**config.mk**
```make
export PLATFORM = sky130hd
export DESIGN_NAME = serial_full_adder_flat
export DESIGN_NICKNAME = d
export VERILOG_FILES = /design/src/rtl/serial_full_adder_if.sv /design/src/rtl/serial_full_adder.sv /design/src/flat_wrapper.sv
export SDC_FILE = /design/constraint.sdc
export NUM_CORES = 1
export LEC_CHECK = 0
export ABC_AREA = 1
export BUFFER_PORTS_ARGS = -buffer_cell sky130_fd_sc_hd__buf_2
export CORE_MARGIN = 2
export CORE_UTILIZATION = 55
export DETAILED_ROUTE_END_ITERATION = 12
export PLACE_DENSITY = 0.91
export SYNTH_ARGS = -nofsm -noshare
export SYNTH_HDL_FRONTEND = slang
export SYNTH_SLANG_ARGS = --single-unit
```
**constraint.sdc**
```tcl
create_clock -name clk -period 5 [get_ports clk]
set_input_delay 1 -clock clk [delete_from_list [all_inputs] [get_ports clk]]
set_output_delay 1 -clock clk [all_outputs]
set_load 0.02 [all_outputs]
```
**src/rtl/serial_full_adder_if.sv**
```systemverilog
`default_nettype none
// ============================================================================
//  Module      : serial_full_adder_if
//  Description : Operand/result handshake bundle for serial_full_adder.
//                master = operand producer / result consumer,
//                slave  = the adder itself.
//  Revision    : 1.0  initial release
// ============================================================================
interface serial_full_adder_if;
  // operand side
  logic       in_valid;
  logic       in_ready;
  logic [3:0] a;
  logic [3:0] b;
  // result side
  logic       out_valid;
  logic       out_ready;
  logic [7:0] out;
  logic       carry;
  logic       zero;
  logic       parity;
  logic       sign;
  logic       overflow;
  logic       busy;

  modport master (
    output in_valid, a, b, out_ready,
    input  in_ready, out_valid, out, carry, zero, parity, sign, overflow, busy
  );

  modport slave (
    input  in_valid, a, b, out_ready,
    output in_ready, out_valid, out, carry, zero, parity, sign, overflow, busy
  );
endinterface
`default_nettype wire

```
**src/rtl/serial_full_adder.sv**
```systemverilog
`default_nettype none
// ============================================================================
//  Module      : serial_full_adder
//  Description : 4-bit adder built from a single full-adder cell that is
//                reused for one bit per clock, LSB first. Operands are
//                accepted in IDLE, four SHIFT cycles produce the sum, and the
//                registered result with flags is held in DONE until the
//                consumer takes it.
//  Config      : define SFA_FLAGS_EN to build the zero/parity/sign/overflow
//                flag logic; otherwise those outputs are tied low.
//  Revision    : 1.0  initial release
// ============================================================================
module serial_full_adder (
  input  logic                 clk,
  input  logic                 rst,
  serial_full_adder_if.slave   bus
);

  typedef enum logic [1:0] {
    S_IDLE  = 2'd0,
    S_SHIFT = 2'd1,
    S_DONE  = 2'd2
  } state_t;

  localparam logic [1:0] LAST_BIT = 2'd3;

  // --------------------------------------------------------------------------
  // State and datapath registers
  // --------------------------------------------------------------------------
  state_t     state_q, state_d;
  logic [3:0] a_q, a_d;
  logic [3:0] b_q, b_d;
  logic [3:0] sum_q, sum_d;
  logic [1:0] cnt_q, cnt_d;
  logic       c_q, c_d;

  // Registered handshake / result outputs
  logic       in_ready_q, in_ready_d;
  logic       out_valid_q, out_valid_d;
  logic       busy_q, busy_d;
  logic [7:0] out_q, out_d;
  logic       carry_q, carry_d;

`ifdef SFA_FLAGS_EN
  logic       zero_q, zero_d;
  logic       parity_q, parity_d;
  logic       sign_q, sign_d;
  logic       overflow_q, overflow_d;
`endif

  // --------------------------------------------------------------------------
  // The one full-adder cell, fed by the bit selected by the counter
  // --------------------------------------------------------------------------
  logic       cell_a;
  logic       cell_b;
  logic       cell_sum;
  logic       cell_carry;
  logic [3:0] sum_next;

  // Full-adder cell and the partial sum with the current bit inserted
  always_comb begin
    cell_a     = a_q[cnt_q];
    cell_b     = b_q[cnt_q];
    cell_sum   = cell_a ^ cell_b ^ c_q;
    cell_carry = (cell_a & cell_b) | (cell_a & c_q) | (cell_b & c_q);
    sum_next          = sum_q;
    sum_next[cnt_q]   = cell_sum;
  end

`ifdef SFA_FLAGS_EN
  // Result flags derived from the completed sum and the latched operands;
  // only consumed on the final SHIFT cycle when sum_next is the full sum.
  logic flag_zero;
  logic flag_parity;
  logic flag_sign;
  logic flag_overflow;

  // Flag evaluation for the finished sum
  always_comb begin
    flag_zero     = (sum_next == 4'd0);
    flag_parity   = ^sum_next;
    flag_sign     = sum_next[3];
    flag_overflow = (a_q[3] == b_q[3]) && (sum_next[3] != a_q[3]);
  end
`endif

  // Next-state and next-output computation for the IDLE/SHIFT/DONE sequence
  always_comb begin
    state_d     = state_q;
    a_d         = a_q;
    b_d         = b_q;
    sum_d       = sum_q;
    cnt_d       = cnt_q;
    c_d         = c_q;
    in_ready_d  = in_ready_q;
    out_valid_d = out_valid_q;
    busy_d      = busy_q;
    out_d       = out_q;
    carry_d     = carry_q;
`ifdef SFA_FLAGS_EN
    zero_d      = zero_q;
    parity_d    = parity_q;
    sign_d      = sign_q;
    overflow_d  = overflow_q;
`endif

    case (state_q)
      S_IDLE: begin
        // Accept only when we have advertised ready; a request arriving on
        // the DONE->IDLE edge sees in_ready still low and is not taken.
        if (bus.in_valid && in_ready_q) begin
          a_d        = bus.a;
          b_d        = bus.b;
          sum_d      = 4'd0;
          cnt_d      = 2'd0;
          c_d        = 1'b0;
          state_d    = S_SHIFT;
          in_ready_d = 1'b0;
          busy_d     = 1'b1;
        end
      end

      S_SHIFT: begin
        sum_d = sum_next;
        c_d   = cell_carry;
        cnt_d = cnt_q + 2'd1;
        if (cnt_q == LAST_BIT) begin
          // Final bit: publish the full result in the same edge
          state_d     = S_DONE;
          out_valid_d = 1'b1;
          out_d       = {3'b000, cell_carry, sum_next};
          carry_d     = cell_carry;
`ifdef SFA_FLAGS_EN
          zero_d      = flag_zero;
          parity_d    = flag_parity;
          sign_d      = flag_sign;
          overflow_d  = flag_overflow;
`endif
        end
      end

      S_DONE: begin
        // Result is held until the consumer accepts it
        if (out_valid_q && bus.out_ready) begin
          state_d     = S_IDLE;
          out_valid_d = 1'b0;
          busy_d      = 1'b0;
          in_ready_d  = 1'b1;
        end
      end

      default: begin
        state_d     = S_IDLE;
        out_valid_d = 1'b0;
        busy_d      = 1'b0;
        in_ready_d  = 1'b1;
      end
    endcase
  end

  // State register; reset returns to an empty IDLE from any state
  always_ff @(posedge clk) begin
    if (rst) begin
      state_q     <= S_IDLE;
      a_q         <= 4'd0;
      b_q         <= 4'd0;
      sum_q       <= 4'd0;
      cnt_q       <= 2'd0;
      c_q         <= 1'b0;
      in_ready_q  <= 1'b1;
      out_valid_q <= 1'b0;
      busy_q      <= 1'b0;
      out_q       <= 8'h00;
      carry_q     <= 1'b0;
`ifdef SFA_FLAGS_EN
      zero_q      <= 1'b0;
      parity_q    <= 1'b0;
      sign_q      <= 1'b0;
      overflow_q  <= 1'b0;
`endif
    end else begin
      state_q     <= state_d;
      a_q         <= a_d;
      b_q         <= b_d;
      sum_q       <= sum_d;
      cnt_q       <= cnt_d;
      c_q         <= c_d;
      in_ready_q  <= in_ready_d;
      out_valid_q <= out_valid_d;
      busy_q      <= busy_d;
      out_q       <= out_d;
      carry_q     <= carry_d;
`ifdef SFA_FLAGS_EN
      zero_q      <= zero_d;
      parity_q    <= parity_d;
      sign_q      <= sign_d;
      overflow_q  <= overflow_d;
`endif
    end
  end

  // --------------------------------------------------------------------------
  // Output drive
  // --------------------------------------------------------------------------
  assign bus.in_ready  = in_ready_q;
  assign bus.out_valid = out_valid_q;
  assign bus.busy      = busy_q;
  assign bus.out       = out_q;
  assign bus.carry     = carry_q;

`ifdef SFA_FLAGS_EN
  assign bus.zero      = zero_q;
  assign bus.parity    = parity_q;
  assign bus.sign      = sign_q;
  assign bus.overflow  = overflow_q;
`else
  assign bus.zero      = 1'b0;
  assign bus.parity    = 1'b0;
  assign bus.sign      = 1'b0;
  assign bus.overflow  = 1'b0;
`endif

endmodule
`default_nettype wire

```
**src/flat_wrapper.sv**
```systemverilog
// flat-port wrapper written by rule: the top's interface ports become plain ports
module serial_full_adder_flat 
  (clk, rst, bus_in_valid, bus_a, bus_b, bus_out_ready, bus_in_ready, bus_out_valid, bus_out, bus_carry, bus_zero, bus_parity, bus_sign, bus_overflow, bus_busy);
  serial_full_adder_if bus_i ();
  input  logic clk;
  input  logic rst;
  input wire logic [$bits(bus_i.in_valid)-1:0] bus_in_valid;
  input wire logic [$bits(bus_i.a)-1:0] bus_a;
  input wire logic [$bits(bus_i.b)-1:0] bus_b;
  input wire logic [$bits(bus_i.out_ready)-1:0] bus_out_ready;
  output wire logic [$bits(bus_i.in_ready)-1:0] bus_in_ready;
  output wire logic [$bits(bus_i.out_valid)-1:0] bus_out_valid;
  output wire logic [$bits(bus_i.out)-1:0] bus_out;
  output wire logic [$bits(bus_i.carry)-1:0] bus_carry;
  output wire logic [$bits(bus_i.zero)-1:0] bus_zero;
  output wire logic [$bits(bus_i.parity)-1:0] bus_parity;
  output wire logic [$bits(bus_i.sign)-1:0] bus_sign;
  output wire logic [$bits(bus_i.overflow)-1:0] bus_overflow;
  output wire logic [$bits(bus_i.busy)-1:0] bus_busy;
  assign bus_i.in_valid = bus_in_valid;
  assign bus_i.a = bus_a;
  assign bus_i.b = bus_b;
  assign bus_i.out_ready = bus_out_ready;
  assign bus_in_ready = bus_i.in_ready;
  assign bus_out_valid = bus_i.out_valid;
  assign bus_out = bus_i.out;
  assign bus_carry = bus_i.carry;
  assign bus_zero = bus_i.zero;
  assign bus_parity = bus_i.parity;
  assign bus_sign = bus_i.sign;
  assign bus_overflow = bus_i.overflow;
  assign bus_busy = bus_i.busy;
  serial_full_adder u_core (.clk(clk), .rst(rst), .bus(bus_i));
endmodule
```
; ---- Yosys cells after proc, flatten, opt, wreduce, memory -nomap -nowiden
; Index checks and enable logic that the tools add are counted.
[word_totals]
regBits = 26
elab_cells = 64
[classes]
add_sub_neg = 1
order_cmp = 2
eq_ne = 6
muxes = 24
n_bitwise = 9
reduce_logical = 11
[ops]
columns = operator, n
row1 = case mux 1 bit (3 select lines), 3
row2 = AND reduction 3 bit, 3
row3 = two-way mux 1 bit, 8
row4 = two-way mux 2 bit, 4
row5 = case mux 4 bit (2 select lines), 1
row6 = != test 2 x 1 -> 1 bit (second input constant), 3
row7 = case mux 2 bit (3 select lines), 1
row8 = AND reduction 2 bit, 3
row9 = binary-select mux 1 bit (select 2 bit), 2
row10 = bitwise mux 4 bit, 1
row11 = equality test 2 bit (second input constant), 2
row12 = two-way mux 4 bit, 1
row13 = case mux 2 bit (2 select lines), 1
row14 = AND 1 bit, 3
row15 = logical AND 1 bit, 3
row16 = < comparator 2 x 3 -> 1 bit (second input constant), 1
row17 = adder 2 x 1 -> 2 bit (second input constant), 1
row18 = demux 1 bit (select 2 bit), 1
row19 = equality test 2 x 1 -> 1 bit (second input constant), 1
row20 = >= comparator 2 x 1 -> 1 bit (second input constant), 1
row21 = logical NOT 2 bit, 1
row22 = inverter 1 bit, 2
row23 = OR 1 bit, 2
row24 = case mux 1 bit (2 select lines), 1
row25 = 2 further kinds, 3

; ---- Longest topological paths before layout
; Gate-level depths: netlist (run 1).
[depth]
word_depth = 6
depth_mapped = 7
ltp_nobuf = 7

; ---- Worst setup path after synthesis (run 1)
; Ideal clock, no wire load.
[synth_timing]
path_kind = reg-to-reg
startpoint = reg u_core.cnt_q[0]
endpoint = reg u_core.out_q[0] (netlist: u_core.bus.out[0])
arrival_time_ns = 1.674
required_time_ns = 4.929
slack_ns = 3.255
stages_incl_launch_ff = 8
path_buffers = 0
path_cell_list = dfxtp_1 inv_1 o21ai_0 o22a_1 fa_1 o21ai_0 nand2_1 a21oi_1
[synth_via]
elab_chain_cells = 5
word_cells_on_any_way = 14
cone_classes = order compare: 2 / eq/ne: 1 / mux: 7 / bitwise: 2 / reduce/logical: 2
[synth_lines]
columns = item, line_no
row1 = start: declaration, serial_full_adder.sv:34  ; logic [1:0] cnt_q, cnt_d;
row2 = start signal: assignment, serial_full_adder.sv:186  ; cnt_q <= cnt_d;
row3 = < comparator 2 x 3 -> 1 bit (implied by the code) (tied with other cells), serial_full_adder.sv:67  ; sum_next[cnt_q] = cell_sum;
row4 = logical AND 1 bit (implied by the code) (tied with other cells), serial_full_adder.sv:67
row5 = two-way mux 1 bit (implied by the code) or bitwise XOR 1 bit (tied branches), "serial_full_adder.sv:67, serial_full_adder.sv:64"
row6 = demux 1 bit (select 2 bit) or bitwise XOR 1 bit (tied branches), -
row7 = bitwise mux 4 bit, serial_full_adder.sv:67
row8 = end signal: assignment, serial_full_adder.sv:191  ; out_q <= out_d;
row9 = end: declaration, serial_full_adder.sv:41  ; logic [7:0] out_q, out_d;
; Several ways; a longest one is shown, not always the timed one. The select of a mux whose other input is x is not followed.
; A chain may end at the register's enable or synchronous reset.

; ---- Worst setup path in the final report (run 1)
[layout_timing]
startpoint = reg u_core.cnt_q[0]
endpoint = reg u_core.sum_q[0]
[layout_via]
elab_chain_cells = 6
word_cells_on_any_way = 13
cone_classes = order compare: 2 / mux: 8 / bitwise: 2 / reduce/logical: 1
[layout_lines]
columns = item, line_no
row1 = < comparator 2 x 3 -> 1 bit (implied by the code) (tied with other cells), serial_full_adder.sv:67
row2 = logical AND 1 bit (implied by the code) (tied with other cells), serial_full_adder.sv:67
row3 = two-way mux 1 bit (implied by the code) or bitwise XOR 1 bit (tied branches), "serial_full_adder.sv:67, serial_full_adder.sv:64"
row4 = demux 1 bit (select 2 bit) or bitwise XOR 1 bit (tied branches), -
row5 = bitwise mux 4 bit *, serial_full_adder.sv:67
row6 = case mux 4 bit (2 select lines) *, serial_full_adder.sv:107  ; case (state_q)
row7 = end signal: assignment, serial_full_adder.sv:185  ; sum_q <= sum_d;
row8 = end: declaration, serial_full_adder.sv:33  ; logic [3:0] sum_q, sum_d;
; Every way passes the cells marked *; elsewhere a longest branch is shown, timed or not. The select of a mux whose other input is x is not followed.

==> results.tsv, run 1 <==
stage	metric	value	unit
cts	clkSinkCount	24	
yosys	ys_warn_count	0	
global_route	grt_pass1_wl	3710	um
power	power.internal	0.265	mW
detailed_routing	wl_per_cell	10.6	um
power	p_seq_share	56.1	%
global_route	grt_usage	19.2	%
cts	numCtsBuffers	3	
sta	tns	0	ps
setup_path	crit_arrival	2270	ps
layout	nets	189	
placement	portBuffers	20	
yosys	synth_xor_area_share	0	%
global_route	antenna_found_initial	0	
floorplan	core	0.00198	mm2
cts	htree_levels	1	
cts	clk_latency	300	ps
yosys	synth-seq-cells	24	
detailed_routing	final_antenna_net_count	0	
layout	diodes	0	
yosys	synth_top_family_by_area	simple AND/OR/NAND/NOR gates	
yosys	netlist_area	0.00117	mm2
cts	cts_buffer_depth	2	
cts	clk_pin_slew_worst_paths	120	ps
floorplan	die-area	0.00250	mm2
detailed_routing	drt_iter0_drc	18	
yosys	yosys.area_share.simple	26.3	%
placement	place_hpwl	1650	um
yosys	synth_fa_ha_area_share	6.01	%
detailed_routing	dr.pass1.iters	4	
setup_path	endpoint_kind	flip-flop	
power	irDropWorstVdd	0.174	mV
cts	cts_setup_buffers	0	
floorplan	initial_utilization	58.8	%
global_route	grt_pass1_vias	897	
setup_path	worst-r2r-setup-slack	2970	ps
outcome	status	finished clean	
cts	cts_tree	built	
cts	cts_hold_buffers	0	
floorplan	die_h	50.0	um
setup_path	worstSetupPathType	flip-flop to flip-flop	
detailed_routing	vias_per_cell	4.87	
yosys	synthMuxAreaShare	0	%
yosys	syn_area_per_cell	7.72	um2
power	sw_frac_of_total	31.2	%
setup_path	cp_max_fo	8	
cts	cts_resized	0	
power	leakage	0.563	nW
power	power	0.385	mW
power	pwr-share-clk	20.5	%
min_path	hold_class	flip-flop to flip-flop	
sta	period_needed	2030	ps
sta	period_share	40.6	%
sta	skew	6.76	ps
power	p_comb_share	23.3	%
sta	max_clock_freq	0.493	GHz
power	p_sw	0.120	mW
sta	finalHoldViolCount	0	
sta	finalMaxSlewViolations	0	
detailed_routing	wirelength	2080	um
power	power.density	301	mW/mm2
detailed_routing	drcViolationCount	0	
yosys	ys_seq_area_share	41.2	%
floorplan	ios	28	
yosys	syn-instance-count	151	
yosys	synth_compound_area_share	15.1	%
placement	gp_congestion	0.865	
flow_run	cap_violations	0	
setup_path	critPathLaunchType	flip-flop	
layout	area_growth	9.55	%
yosys	synthDistinctLibCells	20	
setup_path	worstPathRequired	5240	ps
global_route	overflow	0	
floorplan	num_rows	16	
floorplan	die_w	50.0	um
cts	cts_root_buffer	clkbuf_4	
sta	setup_viol	0	
global_route	grt_max_degree	15	
layout	fillers	174	
detailed_routing	vias	959	
sta	rsz0062_at_grt	false	
layout	drive_gt1_share	20.6	%
-- layer usage --
layer	share of wire, %	global-route usage (%)
met1	43	22.9
met2	50	33.6
met3	5.2	2.73
met4	1.4	8.80
met5	0	0
-- metrics by stage --
stage | setup WS, ps | hold WS [ps] | utilization [%] | instances | instance area (um2)
4_1_cts | 2990 | 475 | 64.5 | 197 | 1280
5_1_grt | 2760 | 501 | 64.5 | 197 | 1280
3_5_place_dp | 3030 | 454 | 63.3 | 194 | 1250
6_report | 2970 | 470 | 64.5 | 197 | 1280
3_3_place_gp | 3120 | 445 | 63.3 | 194 | 1250
2_1_floorplan | 3260 | 433 | - | 157 | 1190
-- cells in the mapped netlist --
| cell type | instances | area, um2 |
|---|---|---|
| nor2_1 | 23 | 86.3 |
| o22a_1 | 2 | 17.5 |
| nor2_4 | 1 | 11.3 |
| o21ai_0 | 18 | 90.1 |
| nand2_4 | 3 | 33.8 |
| ha_1 | 4 | 50.1 |
| conb_1 | 1 | 3.75 |
| nand2_1 | 29 | 109 |
| inv_2 | 3 | 11.3 |
| dfxtp_1 | 24 | 480 |
| inv_1 | 10 | 37.5 |
| buf_4 | 8 | 60.1 |
| nor2_8 | 2 | 40.0 |
| nand3_1 | 4 | 20.0 |
| a21oi_1 | 12 | 60.1 |
| fa_1 | 1 | 20.0 |
| inv_4 | 2 | 12.5 |
| clkbuf_1 | 2 | 7.51 |
| a21oi_2 | 1 | 8.76 |
| nand4_1 | 1 | 6.26 |
-- sequential cells by signal (all words and copies together) (netlist names) --
register	cells
u_core.cnt_q	2
u_core.state_q	2
u_core.bus.out_valid	1
u_core.b_q	4
u_core.bus.in_ready	1
u_core.bus.busy	1
u_core.a_q	4
u_core.bus.out	4
u_core.bus.carry	1
u_core.sum_q	3
u_core.c_q	1
-- critical path: stages, from the launching register on --
cell and delay (ps):
dfxtp_1 470, inv_1 160, o21ai_0 200, o22a_1 170, fa_1 460, o21ai_0 280, nand2_1 90, a21oi_1 140
-- power by group through the flow --
| stage | Clock [mW] | Combinational [mW] | Sequential, mW |
|---|---|---|---|
| finish | 0.0791 | 0.0897 | 0.216 |
| detailed placement | 0 | 0.0898 | 0.220 |
| global route | 0.0895 | 0.101 | 0.218 |
| global placement | 0 | 0.0874 | 0.219 |
| floorplan | 0 | 0.0725 | 0.220 |
| CTS | 0.0838 | 0.0903 | 0.216 |
-- worst paths after layout --
check	start	to	cells after the start
max reg2reg	u_core.cnt_q[0]$_SDFFE_PP0P_	u_core.sum_q[0]$_SDFFE_PP0P_	7
min	u_core.bus.out[2]$_SDFFE_PP0P_	u_core.bus.out[2]$_SDFFE_PP0P_	2
max	u_core.cnt_q[0]$_SDFFE_PP0P_	u_core.sum_q[0]$_SDFFE_PP0P_	7
min reg2reg	u_core.bus.out[2]$_SDFFE_PP0P_	u_core.bus.out[2]$_SDFFE_PP0P_	2
-- kinds of logic (layout without fill, tap and decap cells) --
kind of cell	Yosys count	after routing
AND/OR/NAND/NOR	63	63
AO/OA/AOI/OAI	33	33
buffers and inverters	25	38
flip-flops	24	24
adder cells (fa/ha/maj)	5	5
other	1	7
-- cell usage in the layout, fill, tap and decap left out, drive strengths merged, types with 2 or more instances in the layout --
cell type	n
o21ai	18
dfxtp	24
ha	4
buf	20
nand3	4
nand2	32
conb	7
nor2	26
a21oi	13
inv	15
o22a	2
clkbuf	3
-- cell type report --
type | instances | area [um2] | share of cell area [%]
repair buffers | 20 | 100 | 7.84
flip-flops and latches | 24 | 480 | 37.6
multi-input cells | 108 | 579 | 45.3
inverters | 15 | 61.3 | 4.80
clock buffers | 3 | 22.5 | 1.76
well taps | 27 | 33.8 | 2.64
Note: power is estimated with default switching activity, not from simulation.
==> run 2, diff against run 1 <==
--- a/config.mk
+++ b/config.mk
@@ -8,9 +8,9 @@
 export ABC_AREA = 1
 export BUFFER_PORTS_ARGS = -buffer_cell sky130_fd_sc_hd__buf_2
 export CORE_MARGIN = 2
-export CORE_UTILIZATION = 55
+export CORE_UTILIZATION = 51
 export DETAILED_ROUTE_END_ITERATION = 12
-export PLACE_DENSITY = 0.91
+export PLACE_DENSITY = 0.86
 export SYNTH_ARGS = -nofsm -noshare
 export SYNTH_HDL_FRONTEND = slang
 export SYNTH_SLANG_ARGS = --single-unit
==> constraint.sdc (replaced) <==
create_clock -name clk -period 2.15 [get_ports clk]
set_input_delay 0.43 -clock clk [delete_from_list [all_inputs] [get_ports clk]]
set_output_delay 0.43 -clock clk [all_outputs]
set_load 0.02 [all_outputs]
==> results.tsv, run 2 (synthesized netlist as in run 1, its figures left out) <==
stage	metric	value	unit	change
sta	rsz0062_at_grt	false		unchanged
floorplan	initial_utilization	53.2	%	was 58.8%
placement	portBuffers	20		unchanged
setup_path	cp_top_family	compound AO/OA/AOI/OAI gates		unchanged
detailed_routing	wl_per_cell	11.2	um	was 10.6 um
power	leakage	0.570	nW	was 0.563 nW
setup_path	critical_path_buf_inv_count	1		unchanged
detailed_routing	final_antenna_net_count	0		unchanged
power	p_comb_share	22.9	%	was 23.3%
floorplan	num_rows	17		was 16
sta	skew	8.01	ps	was 6.76 ps
power	p_sw	0.295	mW	was 0.120 mW
detailed_routing	wirelength	2240	um	was 2080 um
detailed_routing	drcViolationCount	0		unchanged
power	irDropWorstVdd	0.476	mV	was 0.174 mV
global_route	grt_usage	19.0	%	was 19.2%
layout	area_growth	10.9	%	was 9.55%
layout	nets	189		unchanged
global_route	antenna_found_initial	0		unchanged
setup_path	critPathSlowestCell	fa_1		was dfxtp_1
floorplan	die_h	51.8	um	was 50.0 um
power	power.internal	0.657	mW	was 0.265 mW
sta	max_clock_freq	0.509	GHz	was 0.493 GHz
flow_run	cap_violations	0		unchanged
placement	post-place-ws	76.6	ps	was 3030 ps
global_route	overflow	0		unchanged
sta	period_needed	1960	ps	was 2030 ps
cts	clk_latency	310	ps	was 300 ps
layout	diodes	0		unchanged
cts	cts_setup_buffers	0		unchanged
layout	postLayoutCoreUtil	59.1	%	was 64.5%
detailed_routing	vias_per_cell	4.89		was 4.87
cts	clk_pin_slew_worst_paths	130	ps	was 120 ps
sta	finalMaxSlewViolations	0		unchanged
cts	cts_root_buffer	clkbuf_4		unchanged
placement	gp_congestion	0.838		was 0.865
sta	tns	0	ps	unchanged
layout	layout_commonest_cell	nand2_1		unchanged
setup_path	cp_max_fo	8		unchanged
layout	layout_common_cells	nand2_1, nor2_1, dfxtp_1, buf_2, o21ai_0		was nand2_1, dfxtp_1, nor2_1, buf_2, o21ai_0
setup_path	worst-r2r-setup-slack	190	ps	was 2970 ps
power	sw_frac_of_total	31.0	%	was 31.2%
floorplan	core	0.00219	mm2	was 0.00198 mm2
power	power.density	736	mW/mm2	was 301 mW/mm2
setup_path	crit_arrival	2210	ps	was 2270 ps
sta	worst_slack	186	ps	was 2970 ps
detailed_routing	drt_iter0_drc	17		was 18
floorplan	die-area	0.00268	mm2	was 0.00250 mm2
floorplan	ios	28		unchanged
setup_path	slowest_delay	520	ps	was 470 ps
setup_path	critPathLaunchType	flip-flop		unchanged
sta	period_share	91.3	%	was 40.6%
detailed_routing	dr.pass1.iters	4		unchanged
layout	drive_gt1_share	21.6	%	was 20.6%
cts	cts_tree	built		unchanged
sta	finalHoldViolCount	0		unchanged
power	p_seq_share	52.8	%	was 56.1%
min_path	hold_class	input port to flip-flop		was flip-flop to flip-flop
cts	clkSinkCount	24		unchanged
setup_path	crit_path_frequent_cell	o21ai_0		unchanged
cts	numCtsBuffers	3		unchanged
cts	cts_buffer_depth	2		unchanged
setup_path	worstSetupPathType	flip-flop to flip-flop		unchanged
outcome	status	finished clean		unchanged
cts	cts_hold_buffers	0		unchanged
setup_path	path_cells	inv_1 > o21ai_0 > o22a_1 > fa_1 > o21ai_0 > nand2_1 > a21oi_1		unchanged
global_route	grt_pass1_wl	3820	um	was 3710 um
floorplan	die_w	51.8	um	was 50.0 um
global_route	grt_max_degree	15		unchanged
detailed_routing	vias	974		was 959
power	pwr-share-clk	24.3	%	was 20.5%
global_route	grt_pass1_vias	880		was 897
setup_path	worstPathRequired	2400	ps	was 5240 ps
sta	setup_viol	0		unchanged
sta	holdWs	330	ps	was 470 ps
setup_path	endpoint_kind	flip-flop		unchanged
placement	place_hpwl	1770	um	was 1650 um
cts	htree_levels	1		unchanged
==> run 2: metrics by stage <==
step,cell area [um2],cells,total power [mW]
global placement,1260,195,0.711
detailed placement,1260,195,0.728
floorplan,1190,157,0.681
global route,1290,199,1.02
CTS,1290,199,0.959
finish,1290,199,0.952
==> run 2: metal layers <==
layer | wire (um) | GRT usage [%] | part of all wire (%) | vias to the layer above
li1 | - | - | - | 506
met1 | 928 | 21.4 | 41 | 438
met2 | 1180 | 35.7 | 53 | 28
met3 | 109 | 4.60 | 4.9 | 2
met4 | 15 | 4.82 | 0.67 | 0
met5 | 0 | 0 | 0 | -
==> run 2: timing repair <==
action,CTS,global route
endpoints found under the setup margin,0,6
resized for setup,0,2
endpoints found under the hold margin,0,0
==> run 2: final cells by class <==
class	count	area, um2
repair buffers	20	100
multi-input cells	108	579
inverters	15	61.3
clock buffers	4	36.3
well taps	28	35.0
flip-flops and latches	24	482
fillers	209	897
==> run 2: worst min-delay path, stage by stage <==
cell and delay (ps):
buf_2 70, nor2_1 30, nor2_1 80
==> run 2: worst paths after layout <==
kind,from,end,depth (start not counted)
setup / recovery,u_core.cnt_q[0]$_SDFFE_PP0P_,u_core.bus.out[2]$_SDFFE_PP0P_,7
hold / removal,bus_b[2],u_core.b_q[2]$_SDFFE_PP0P_,3
setup reg to reg,u_core.cnt_q[0]$_SDFFE_PP0P_,u_core.bus.out[2]$_SDFFE_PP0P_,7
hold reg to reg,u_core.bus.out[1]$_SDFFE_PP0P_,u_core.bus.out[1]$_SDFFE_PP0P_,2
==> run 2: power by group through the flow <==
| stage | sequential [mW] | combinational (mW) | clock [mW] |
|---|---|---|---|
| final | 0.503 | 0.218 | 0.231 |
| after floorplan | 0.512 | 0.169 | 0 |
| after detailed placement | 0.512 | 0.216 | 0 |
| after global placement | 0.510 | 0.201 | 0 |
| after CTS | 0.502 | 0.217 | 0.240 |
| after global routing | 0.507 | 0.246 | 0.264 |
==> run 3, diff against run 2 <==
--- a/config.mk
+++ b/config.mk
@@ -6,7 +6,7 @@
 export NUM_CORES = 1
 export LEC_CHECK = 0
 export ABC_AREA = 1
-export BUFFER_PORTS_ARGS = -buffer_cell sky130_fd_sc_hd__buf_2
+export BUFFER_PORTS_ARGS = -buffer_cell sky130_fd_sc_hd__buf_4
 export CORE_MARGIN = 2
 export CORE_UTILIZATION = 51
 export DETAILED_ROUTE_END_ITERATION = 12
==> results.tsv, run 3 (synthesized netlist as in run 1, its figures left out) <==
stage	metric	value	unit	change
power	pwr-share-clk	20.7	%	was 24.3%
power	power.density	688	mW/mm2	was 736 mW/mm2
placement	portBuffers	20		unchanged
power	p_seq_share	55.0	%	was 52.8%
cts	clk_pin_slew_worst_paths	120	ps	was 130 ps
placement	post-place-ws	113	ps	was 76.6 ps
sta	rsz0062_at_grt	false		unchanged
sta	period_needed	1920	ps	was 1960 ps
cts	clkSinkCount	24		unchanged
detailed_routing	wirelength	2160	um	was 2240 um
detailed_routing	drt_iter0_drc	16		was 17
floorplan	num_rows	17		unchanged
setup_path	worstSetupPathType	flip-flop to flip-flop		unchanged
cts	cts_tree	built		unchanged
floorplan	core	0.00219	mm2	unchanged
sta	finalHoldViolCount	0		unchanged
layout	ff_latch_area	482	um2	unchanged
sta	tns	0	ps	unchanged
min_path	hold_class	input port to flip-flop		unchanged
global_route	grt_pass1_vias	905		was 880
global_route	grt_max_degree	15		unchanged
placement	gp_congestion	0.853		was 0.838
flow_run	cap_violations	0		unchanged
sta	skew	5.28	ps	was 8.01 ps
power	power.internal	0.627	mW	was 0.657 mW
global_route	grt_usage	18.8	%	was 19.0%
sta	setup_viol	0		unchanged
global_route	antenna_found_initial	0		unchanged
power	leakage	0.573	nW	was 0.570 nW
floorplan	die-area	0.00268	mm2	unchanged
global_route	overflow	0		unchanged
detailed_routing	dr.pass1.iters	4		unchanged
power	power	0.915	mW	was 0.952 mW
outcome	status	finished clean		unchanged
sta	period_share	89.3	%	was 91.3%
cts	numCtsBuffers	3		unchanged
sta	finalMaxSlewViolations	0		unchanged
cts	cts_hold_buffers	0		unchanged
power	sw_frac_of_total	31.5	%	was 31.0%
layout	final_cells	198		was 199
layout	drive_gt1_share	21.2	%	was 21.6%
layout	layout_common_cells	nand2_1, nor2_1, dfxtp_1, buf_4, o21ai_0		was nand2_1, nor2_1, dfxtp_1, buf_2, o21ai_0
setup_path	critical_path_buf_inv_count	1		unchanged
detailed_routing	drcViolationCount	0		unchanged
layout	area_growth	14.1	%	was 10.9%
setup_path	critPathLaunchType	flip-flop		unchanged
cts	cts_root_buffer	clkbuf_4		unchanged
layout	multi_input_area	579	um2	unchanged
setup_path	cp_max_fo	8		unchanged
placement	place_hpwl	1680	um	was 1770 um
floorplan	ios	28		unchanged
global_route	grt_pass1_wl	3680	um	was 3820 um
layout	layout_commonest_cell	nand2_1		unchanged
sta	worst_slack	231	ps	was 186 ps
setup_path	crit_arrival	2170	ps	was 2210 ps
floorplan	initial_utilization	53.2	%	unchanged
placement	dp.cells	195		unchanged
layout	fillers	211		was 209
floorplan	die_w	51.8	um	unchanged
setup_path	critPathSlowestCell	fa_1		unchanged
cts	htree_levels	1		unchanged
detailed_routing	wl_per_cell	10.9	um	was 11.2 um
cts	cts_buffer_depth	2		unchanged
layout	diodes	0		unchanged
sta	holdWs	336	ps	was 330 ps
setup_path	endpoint_kind	flip-flop		unchanged
power	p_comb_share	24.3	%	was 22.9%
setup_path	worstPathRequired	2400	ps	about the same
layout	nets	189		unchanged
detailed_routing	final_antenna_net_count	0		unchanged
cts	clk_latency	310	ps	about the same
detailed_routing	vias_per_cell	4.91		was 4.89
power	irDropWorstVdd	0.588	mV	was 0.476 mV
sta	max_clock_freq	0.521	GHz	was 0.509 GHz
setup_path	path_cells	inv_1 > nor2_1 > o22a_1 > fa_1 > o21ai_0 > nand2_1 > a21oi_1		was inv_1 > o21ai_0 > o22a_1 > fa_1 > o21ai_0 > nand2_1 > a21oi_1
detailed_routing	vias	972		was 974
cts	cts_setup_buffers	0		unchanged
setup_path	slowest_delay	520	ps	about the same
setup_path	cp_top_family	compound AO/OA/AOI/OAI gates		unchanged
floorplan	die_h	51.8	um	unchanged
power	p_sw	0.288	mW	was 0.295 mW
run 3: changes by cell type in the layout (fill, tap and decap cells not counted):
cell and delta:
buf_2 -20, buf_4 +20, clkbuf_8 -1, o21ai_0 -1, o21ai_1 +1
run 3: per-layer routing:
| layer | track usage (%) | up-vias | routed length (um) |
|---|---|---|---|
| li1 | - | 505 | - |
| met4 | 12.3 | 0 | 48 |
| met3 | 3.45 | 4 | 89 |
| met5 | 0 | - | 0 |
| met1 | 21.8 | 433 | 933 |
| met2 | 31.4 | 30 | 1090 |
run 3: final cells by class:
type | instances | share of cell area [%]
Multi-Input combinational cell | 108 | 43.6
Sequential cell | 24 | 36.2
Timing Repair Buffer | 20 | 11.3
Inverter | 15 | 4.61
Tap cell | 28 | 2.63
Clock buffer | 3 | 1.69
run 3: path summary, 6_finish.rpt:
check	slack, ps	endpoint	cells after the start	start
worst min register to register	470	u_core.bus.out[1]$_SDFFE_PP0P_	2	u_core.bus.out[1]$_SDFFE_PP0P_
worst max-delay path	230	u_core.sum_q[1]$_SDFFE_PP0P_	7	u_core.cnt_q[0]$_SDFFE_PP0P_
worst min-delay path	340	u_core.b_q[2]$_SDFFE_PP0P_	3	bus_b[2]
worst max register to register	230	u_core.sum_q[1]$_SDFFE_PP0P_	7	u_core.cnt_q[0]$_SDFFE_PP0P_
run 3: power by group through the flow:
stage | clock network (mW) | registers [mW] | logic [mW]
global route | 0.212 | 0.507 | 0.251
CTS | 0.198 | 0.502 | 0.223
global placement | 0 | 0.510 | 0.210
detailed placement | 0 | 0.512 | 0.222
floorplan | 0 | 0.512 | 0.169
finish | 0.190 | 0.503 | 0.223
run 3: worst min-delay path, cell delays in order:
cell	delay [ps]
buf_4	80
nor2_1	30
nor2_1	80
run 3: timing repair:
item,CTS,global route
gates resized for setup,0,3
hold endpoints to repair,0,0
endpoints found under the setup margin,0,5
run 3: per-stage QoR:
step | area (um2) | utilization, %
after floorplan | 1190 | -
after detailed placement | 1310 | 59.6
after CTS | 1330 | 60.7
after global routing | 1330 | 60.7
final | 1330 | 60.7
after global placement | 1310 | 59.6
